## src/rtl/eth_pkg.sv

```systemverilog
// Shared definitions for the RMII game-link receiver and its transmitter counterpart.
package eth_pkg;

  typedef enum logic [2:0] {
    IDLE, PREAMBLE, HEADER, PAYLOAD, FCS, CHECK, WAIT_IDLE, DROP
  } rx_state_t;

  localparam logic [47:0] BCAST_MAC     = 48'hFFFF_FFFF_FFFF;
  localparam logic [31:0] CRC_INIT      = 32'hFFFF_FFFF;
  localparam logic [31:0] CRC_POLY_REFL = 32'hEDB8_8320;
  localparam logic [31:0] CRC_RESIDUE   = 32'hDEBB_20E3;
  localparam logic [7:0]  SFD_BYTE      = 8'hD5;
  localparam int          HDR_BYTES     = 14;
  localparam int          FCS_BYTES     = 4;
  localparam int          GAME_BYTES    = 6;

  // Bit positions of the game fields inside the first six payload bytes (byte 0 at MSB)
  localparam int X_LSB    = 37;
  localparam int Y_LSB    = 25;
  localparam int DIR_LSB  = 15;
  localparam int STAT_LSB = 9;
  localparam int PRST_BIT = 7;

  function automatic logic [31:0] crc_bit(input logic [31:0] c, input logic d);
    return (c >> 1) ^ ((c[0] ^ d) ? CRC_POLY_REFL : 32'h0);
  endfunction

  // Byte idx of a MAC in wire order (byte 0 is the most significant)
  function automatic logic [7:0] mac_byte(input logic [47:0] mac, input logic [2:0] idx);
    logic [47:0] s;
    s = mac << {idx, 3'b000};
    return s[47:40];
  endfunction

endpackage

```

## src/rtl/ether_receive_if.sv

```systemverilog
// RMII receive pins plus the decoded opponent-state outputs of the game-link receiver.
interface ether_receive_if;
  logic        eth_crsdv;
  logic [1:0]  eth_rxd;
  logic [10:0] rx_player_x;
  logic [10:0] rx_player_y;
  logic [8:0]  rx_direction;
  logic [2:0]  rx_game_stat;
  logic        rx_peer_rst;
  logic        rx_valid;
  logic        rx_err;

  modport master (output eth_crsdv, eth_rxd,
                  input  rx_player_x, rx_player_y, rx_direction, rx_game_stat,
                         rx_peer_rst, rx_valid, rx_err);
  modport slave  (input  eth_crsdv, eth_rxd,
                  output rx_player_x, rx_player_y, rx_direction, rx_game_stat,
                         rx_peer_rst, rx_valid, rx_err);
endinterface

```

## src/rtl/ether_receive_crc32_dibit.sv

```systemverilog
// Ethernet CRC-32 (reflected, never inverted) advanced two bits per clock, LSB first.
module crc32_dibit
  import eth_pkg::*;
(
  input  logic        clk,
  input  logic        rst_n,
  input  logic        init,
  input  logic        en,
  input  logic [1:0]  din,
  output logic [31:0] crc
);

  always_ff @(posedge clk or negedge rst_n) begin
    if (!rst_n)    crc <= CRC_INIT;
    else if (init) crc <= CRC_INIT;
    else if (en)   crc <= crc_bit(crc_bit(crc, din[0]), din[1]);
  end

endmodule

```

## src/rtl/ether_receive.sv

```systemverilog
// RMII frame receiver: deframes, filters on destination MAC, checks FCS and unpacks game state.
// state     | meaning
// IDLE      | waiting for carrier and a preamble dibit
// PREAMBLE  | counting 01 dibits, waiting for the SFD tail
// HEADER    | dest MAC (filtered), source, length
// PAYLOAD   | game bytes into shadow, rest discarded
// FCS       | four CRC bytes
// CHECK     | residue test, commit or error
// WAIT_IDLE | frame done, waiting for carrier drop
// DROP      | address mismatch, waiting silently for carrier drop
module ether_receive
  import eth_pkg::*;
#(
  parameter logic [47:0] MY_MAC        = 48'h02_00_00_00_00_01,
  parameter int          PAYLOAD_BYTES = 38,
  parameter int          MIN_PREAMBLE  = 8,
  parameter bit          CHECK_FCS     = 1'b1
) (
  input  logic     eth_clk,
  input  logic     eth_rst_n,
  ether_receive_if.slave rx
);

  localparam logic [4:0] MIN_PRE  = 5'(MIN_PREAMBLE);
  localparam logic [5:0] MAC_LAST = 6'd5;
  localparam logic [5:0] HDR_LAST = 6'(HDR_BYTES - 1);
  localparam logic [5:0] PAY_LAST = 6'(PAYLOAD_BYTES - 1);
  localparam logic [5:0] FCS_LAST = 6'(FCS_BYTES - 1);
  localparam logic [5:0] GAME_N   = 6'(GAME_BYTES);

  rx_state_t   state, state_nxt;
  logic [4:0]  pre_cnt, pre_cnt_nxt;
  logic [5:0]  byte_cnt;
  logic [1:0]  dib_cnt;
  logic [5:0]  byte_sr;
  logic [47:0] shadow;
  logic        mac_my, mac_bc;
  logic [31:0] crc;
  logic [7:0]  byte_full;
  logic        byte_done, data_en, my_hit, bc_hit;
  logic        frame_clr, cnt_clr, commit, err_nxt;

  assign byte_full = {rx.eth_rxd, byte_sr};
  assign byte_done = rx.eth_crsdv && (dib_cnt == 2'd3);
  assign data_en   = rx.eth_crsdv && (state inside {HEADER, PAYLOAD, FCS});
  assign my_hit    = mac_my && (byte_full == mac_byte(MY_MAC, byte_cnt[2:0]));
  assign bc_hit    = mac_bc && (byte_full == mac_byte(BCAST_MAC, byte_cnt[2:0]));

  crc32_dibit u_crc (
    .clk  (eth_clk),
    .rst_n(eth_rst_n),
    .init (frame_clr),
    .en   (data_en),
    .din  (rx.eth_rxd),
    .crc  (crc)
  );

  always_comb begin
    state_nxt   = state;
    pre_cnt_nxt = pre_cnt;
    frame_clr   = 1'b0;
    cnt_clr     = 1'b0;
    commit      = 1'b0;
    err_nxt     = 1'b0;
    case (state)
      IDLE:
        if (rx.eth_crsdv && rx.eth_rxd == SFD_BYTE[1:0]) begin
          state_nxt   = PREAMBLE;
          pre_cnt_nxt = 5'd1;
        end
      PREAMBLE:
        if (!rx.eth_crsdv) state_nxt = IDLE;
        else if (rx.eth_rxd == SFD_BYTE[1:0])
          pre_cnt_nxt = (pre_cnt == 5'd31) ? pre_cnt : pre_cnt + 5'd1;
        else if (rx.eth_rxd == SFD_BYTE[7:6] && pre_cnt >= MIN_PRE) begin
          state_nxt = HEADER;
          frame_clr = 1'b1;
        end else state_nxt = IDLE;
      HEADER:
        if (!rx.eth_crsdv) begin
          err_nxt   = 1'b1;
          state_nxt = IDLE;
        end else if (byte_done) begin
          if (byte_cnt == MAC_LAST && !(my_hit || bc_hit)) state_nxt = DROP;
          else if (byte_cnt == HDR_LAST) begin
            state_nxt = PAYLOAD;
            cnt_clr   = 1'b1;
          end
        end
      PAYLOAD:
        if (!rx.eth_crsdv) begin
          err_nxt   = 1'b1;
          state_nxt = IDLE;
        end else if (byte_done && byte_cnt == PAY_LAST) begin
          state_nxt = FCS;
          cnt_clr   = 1'b1;
        end
      FCS:
        if (!rx.eth_crsdv) begin
          err_nxt   = 1'b1;
          state_nxt = IDLE;
        end else if (byte_done && byte_cnt == FCS_LAST) state_nxt = CHECK;
      CHECK: begin
        if (!CHECK_FCS || crc == CRC_RESIDUE) commit = 1'b1;
        else err_nxt = 1'b1;
        state_nxt = WAIT_IDLE;
      end
      WAIT_IDLE, DROP:
        if (!rx.eth_crsdv) state_nxt = IDLE;
      default: state_nxt = IDLE;
    endcase
  end

  always_ff @(posedge eth_clk or negedge eth_rst_n) begin
    if (!eth_rst_n) begin
      state           <= IDLE;
      pre_cnt         <= '0;
      byte_cnt        <= '0;
      dib_cnt         <= '0;
      byte_sr         <= '0;
      shadow          <= '0;
      mac_my          <= 1'b0;
      mac_bc          <= 1'b0;
      rx.rx_player_x  <= '0;
      rx.rx_player_y  <= '0;
      rx.rx_direction <= '0;
      rx.rx_game_stat <= '0;
      rx.rx_peer_rst  <= 1'b0;
      rx.rx_valid     <= 1'b0;
      rx.rx_err       <= 1'b0;
    end else begin
      state       <= state_nxt;
      pre_cnt     <= pre_cnt_nxt;
      rx.rx_valid <= commit;
      rx.rx_err   <= err_nxt;
      if (frame_clr) begin
        byte_cnt <= '0;
        dib_cnt  <= '0;
        mac_my   <= 1'b1;
        mac_bc   <= 1'b1;
      end else if (data_en) begin
        byte_sr <= {rx.eth_rxd, byte_sr[5:2]};
        dib_cnt <= dib_cnt + 2'd1;
        if (dib_cnt == 2'd3) begin
          byte_cnt <= cnt_clr ? 6'd0 : byte_cnt + 6'd1;
          if (state == HEADER && byte_cnt <= MAC_LAST) begin
            mac_my <= my_hit;
            mac_bc <= bc_hit;
          end
          if (state == PAYLOAD && byte_cnt < GAME_N) shadow <= {shadow[39:0], byte_full};
        end
      end
      if (commit) begin
        rx.rx_player_x  <= shadow[X_LSB +: 11];
        rx.rx_player_y  <= shadow[Y_LSB +: 11];
        rx.rx_direction <= shadow[DIR_LSB +: 9];
        rx.rx_game_stat <= shadow[STAT_LSB +: 3];
        rx.rx_peer_rst  <= shadow[PRST_BIT];
      end
    end
  end

endmodule

```

## src/flat_wrapper.sv

```systemverilog
// flat-port wrapper written by rule: the top's interface ports become plain ports
module ether_receive_flat import eth_pkg::*;
#(
  parameter logic [47:0] MY_MAC        = 48'h02_00_00_00_00_01,
  parameter int          PAYLOAD_BYTES = 38,
  parameter int          MIN_PREAMBLE  = 8,
  parameter bit          CHECK_FCS     = 1'b1
)
  (eth_clk, eth_rst_n, rx_eth_crsdv, rx_eth_rxd, rx_rx_player_x, rx_rx_player_y, rx_rx_direction, rx_rx_game_stat, rx_rx_peer_rst, rx_rx_valid, rx_rx_err);
  ether_receive_if rx_i ();
  input  logic eth_clk;
  input  logic eth_rst_n;
  input wire logic [$bits(rx_i.eth_crsdv)-1:0] rx_eth_crsdv;
  input wire logic [$bits(rx_i.eth_rxd)-1:0] rx_eth_rxd;
  output wire logic [$bits(rx_i.rx_player_x)-1:0] rx_rx_player_x;
  output wire logic [$bits(rx_i.rx_player_y)-1:0] rx_rx_player_y;
  output wire logic [$bits(rx_i.rx_direction)-1:0] rx_rx_direction;
  output wire logic [$bits(rx_i.rx_game_stat)-1:0] rx_rx_game_stat;
  output wire logic [$bits(rx_i.rx_peer_rst)-1:0] rx_rx_peer_rst;
  output wire logic [$bits(rx_i.rx_valid)-1:0] rx_rx_valid;
  output wire logic [$bits(rx_i.rx_err)-1:0] rx_rx_err;
  assign rx_i.eth_crsdv = rx_eth_crsdv;
  assign rx_i.eth_rxd = rx_eth_rxd;
  assign rx_rx_player_x = rx_i.rx_player_x;
  assign rx_rx_player_y = rx_i.rx_player_y;
  assign rx_rx_direction = rx_i.rx_direction;
  assign rx_rx_game_stat = rx_i.rx_game_stat;
  assign rx_rx_peer_rst = rx_i.rx_peer_rst;
  assign rx_rx_valid = rx_i.rx_valid;
  assign rx_rx_err = rx_i.rx_err;
  ether_receive #(.MY_MAC(MY_MAC), .PAYLOAD_BYTES(PAYLOAD_BYTES), .MIN_PREAMBLE(MIN_PREAMBLE), .CHECK_FCS(CHECK_FCS)) u_core (.eth_clk(eth_clk), .eth_rst_n(eth_rst_n), .rx(rx_i));
endmodule
```

## config.mk

```make
export PLATFORM = sky130hd
export DESIGN_NAME = ether_receive_flat
export DESIGN_NICKNAME = d
export VERILOG_FILES = /design/src/rtl/eth_pkg.sv /design/src/rtl/ether_receive_if.sv /design/src/rtl/ether_receive_crc32_dibit.sv /design/src/rtl/ether_receive.sv /design/src/flat_wrapper.sv
export SDC_FILE = /design/constraint.sdc
export NUM_CORES = 1
export LEC_CHECK = 0
export CAP_MARGIN = 20
export CORE_MARGIN = 10
export CORE_UTILIZATION = 29
export DETAILED_ROUTE_END_ITERATION = 7
export PLACE_DENSITY = 0.54
export SYNTH_ARGS = -nofsm -noshare
export SYNTH_HDL_FRONTEND = slang
export SYNTH_SLANG_ARGS = --single-unit
export TNS_END_PERCENT = 20
```

## constraint.sdc

```tcl
create_clock -name eth_clk -period 2 [get_ports eth_clk]
set_input_delay 0.4 -clock eth_clk [delete_from_list [all_inputs] [get_ports eth_clk]]
set_output_delay 0.4 -clock eth_clk [all_outputs]
set_load 0.01 [all_outputs]
```

==> results by group <==
Critical path
  • Data arrival time of the critical path: 2270 ps
  • Worst Path Max Fanout: 36
  • Critical path capture point type: register
  • Critical path class: register to register
  • Startpoint Class: register
  • R2R Setup Slk: 30 ps
  • Critical path required time: 2300 ps

Synthesis
  • Post-synthesis xor/xnor area fraction: 4.474%
  • Asr flop ratio synth: 100.0%
  • Adder-cell share of the synthesized area: 1.586%
  • Mapped Area: 0.006152 mm²
  • Largest family of logic cells by synthesized area: multiplexers
  • Post-synthesis mux area share: 15.70%
  • #FFs+latches synth: 141
  • Post-synthesis compound-gate area fraction: 8.115%
  • Sequential fraction of the synthesis area: 58.00%
  • Synth cell types: 54
  • Number of enable flip-flop cells after synthesis: 0
  • Cells after Synth: 478
  • Synthesized net count: 490
  • Post-synthesis simple-gate area fraction: 10.01%
  • Syn. warnings: 0
  • Syn Area/Cell: 12.87 µm²
  • Synth Flop Type: dfrtp_1

Cells and area
  • Layout cell share with drive strength beyond 1: 36.74%
  • Non-Filler Instances: 852
  • Filler cells: 2036
  • Most common cell after layout, fill and taps aside: dfrtp_1
  • # diodes: 0
  • Area of the multi-input gates: 0.002491 mm²
  • Seq. cell area: 0.003570 mm²
  • Commonest non-fill, non-tap cells in the layout: dfrtp_1 (108), mux2_2 (83), clkdlybuf4s50_1 (40), buf_4 (40), nand2_1 (37)
  • Final #Nets: 577
  • Layout area overhead: 28.11%

STA
  • RSZ-0062 raised after global routing: true
  • Setup TNS: 0 ps
  • Minimum clock period: 1971 ps
  • F_max: 507.2 MHz
  • Setup ws final: 28.51 ps
  • Worst-Margin Slew: 553.0 ps
  • Final Hold Viols: 0
  • Post-route clock period utilization: 98.57%
  • Max_slew headroom: 63.13%
  • Clock Skew: 14.66 ps
  • Pins Over Slew Limit: 0
  • Setup-failing EPs final: 0

Placement
  • Placed instance count: 817
  • # port buffers: 41
  • Gpl congestion: 0.8099
  • Place WS: -203.9 ps
  • HPWL after DPL: 8170 µm

GRT
  • Layer with the highest usage: met2
  • Gr ovfl total: 0
  • GRT Resource Usage Total: 9.194%
  • Met1 Usage GRT: 12.04%
  • Global-route wire length before repair: 21500 µm
  • Vias in the first global route: 4251
  • Met2 usage: 14.14%
  • Initial antenna violation count: 0
  • GR Util met3: 2.414%
  • Largest net degree at the start of global routing: 60

Die
  • Die Span X: 165.7 µm
  • Core area: 0.02096 mm²
  • Starting Density: 29.36%
  • Num rows: 53
  • Chip height: 165.7 µm
  • I/O pin total: 42
  • Die area: 0.02744 mm²

Pwr
  • Sw frac: 30.88%
  • Comb pwr share: 29.5%
  • Net switching power: 3.074 mW
  • Internal power: 6.882 mW
  • Leakage: 3.610 nW
  • Peak supply drop: 0.5280 mV
  • Power per cell area: 1263 mW/mm²
  • Clock power share: 30.3%
  • Flop pwr share: 40.2%
  • Total power: 9.956 mW

Clocking
  • Clk Latency, worst-skew pair: 420 ps
  • Sink Count: 141
  • Clock root cell: clkbuf_16
  • CTS Buf Count: 17
  • H-tree level count: 4
  • Clk buf depth: 2
  • Reg clk slew, reported paths: 60 ps
  • CTS tree: done

Route
  • WL per Instance: 14.29 µm
  • Final wirelength: 12180 µm
  • Final ANT Viol Nets: 0
  • Vias: 3917
  • DRC Markers: 0
  • 1st-iter DRT viols: 232
  • 1st-pass router iterations: 4
  • Vias per inst: 4.597

Hold path
  • Hold Crit Class: register to register

Run
  • MaxCap Viol Count: 0

Status
  • Run status: finished clean
-- final cells by class --
| cell class | instances | share of cell area, % |
|---|---|---|
| repair buffers | 90 | 11.19 |
| flip-flops and latches | 141 | 45.29 |
| clock inverters | 13 | 1.762 |
| inverters | 7 | 0.3334 |
| clock buffers | 18 | 5.445 |
| multi-input cells | 308 | 31.61 |
| well taps | 275 | 4.366 |
-- repair_timing --
action / CTS / global route
setup endpoints to repair: 38 / 41
endpoints found under the hold margin: 52 / 0
pin swaps: 0 / 3
hold buffers: 1 / 0
setup buffers: 0 / 3
resized for setup: 3 / 6
-- final timing paths --
kind	from	endpoint	depth (start not counted)
max	u_core.u_crc.crc[19]$_DFFE_PN1P_	u_core.rx.rx_player_x[4]$_DFFE_PN0P_	6
min	u_core.shadow[44]$_DFFE_PN0P_	u_core.shadow[44]$_DFFE_PN0P_	1
max reg2reg	u_core.u_crc.crc[19]$_DFFE_PN1P_	u_core.rx.rx_player_x[4]$_DFFE_PN0P_	6
min reg2reg	u_core.shadow[44]$_DFFE_PN0P_	u_core.shadow[44]$_DFFE_PN0P_	1
max in group asynchronous	eth_rst_n	u_core.u_crc.crc[25]$_DFFE_PN1P_	3
min in group asynchronous	eth_rst_n	u_core.rx.rx_player_x[8]$_DFFE_PN0P_	2
-- sequential cells by signal (all words and copies together) (netlist names) --
signal and count:
u_core.byte_cnt 6, u_core.byte_sr 6, u_core.dib_cnt 2, u_core.mac_bc 1, u_core.mac_my 1, u_core.pre_cnt 5
u_core.rx.rx_direction 9, u_core.rx.rx_err 1, u_core.rx.rx_game_stat 3, u_core.rx.rx_peer_rst 1, u_core.rx.rx_player_x 11, u_core.rx.rx_player_y 11
u_core.rx.rx_valid 1, u_core.shadow 48, u_core.state 3, u_core.u_crc.crc 32
-- cell usage after synthesis, types with 4 or more instances --
library cell | count | share of area [%]
nand2_1 | 38 | 2.3
nand4b_1 | 6 | 0.85
xor2_1 | 7 | 1.0
inv_1 | 7 | 0.43
o22a_1 | 19 | 2.7
a22o_1 | 5 | 0.71
nand3_1 | 5 | 0.41
dfrtp_1 | 109 | 44
nor2b_1 | 5 | 0.51
xnor2_1 | 15 | 2.1
o21ai_0 | 11 | 0.89
nor4_1 | 6 | 0.61
nor2_1 | 26 | 1.6
nor3_1 | 5 | 0.41
clkbuf_1 | 11 | 0.67
dfstp_2 | 32 | 14
buf_2 | 5 | 0.41
a21oi_1 | 22 | 1.8
ha_1 | 7 | 1.4
nor3b_1 | 5 | 0.61
mux2_2 | 83 | 15
buf_4 | 4 | 0.49
-- layer usage --
| layer | vias to the layer above | wire (µm) |
|---|---|---|
| li1 | 1876 | - |
| met1 | 1976 | 6003 |
| met2 | 54 | 5623 |
| met3 | 11 | 443 |
| met4 | 0 | 108 |
| met5 | - | 0 |
-- metrics by stage --
step / utilization (%) / cell area, µm² / hold slack (ps)
floorplan: - / 6153 / 104.4
global placement: 34.56 / 7242 / 408.0
detailed placement: 34.56 / 7242 / 415.1
CTS: 37.38 / 7834 / 490.8
global route: 37.61 / 7881 / 516.3
finish: 37.61 / 7881 / 485.6
-- power by group through the flow --
stage | sequential, mW | clock, mW | combinational [mW]
after floorplan | 3.97 | 0 | 1.87
after global placement | 4.03 | 0 | 2.79
after detailed placement | 4.05 | 0 | 2.87
after CTS | 4.00 | 3.11 | 2.92
after global routing | 4.09 | 3.25 | 3.26
final | 4.01 | 3.01 | 2.94
-- critical path, stage by stage, from the launching register on --
cell and delay, ps:
dfstp_2 550, nand4b_1 130, nor4_2 320, and4_4 280
nand2_2 60, buf_12 170, mux2_2 300
-- kinds of logic (layout without fill, tap and decap cells) --
logic type      after synthesis  after routing
mux                          86             86
simple gates                117            117
flops                       141            141
buf+inv                      29            128
fa+ha+maj                     8              8
xor+xnor                     25             25
compound gates               72             72
Note: power is estimated with default switching activity, not from simulation.
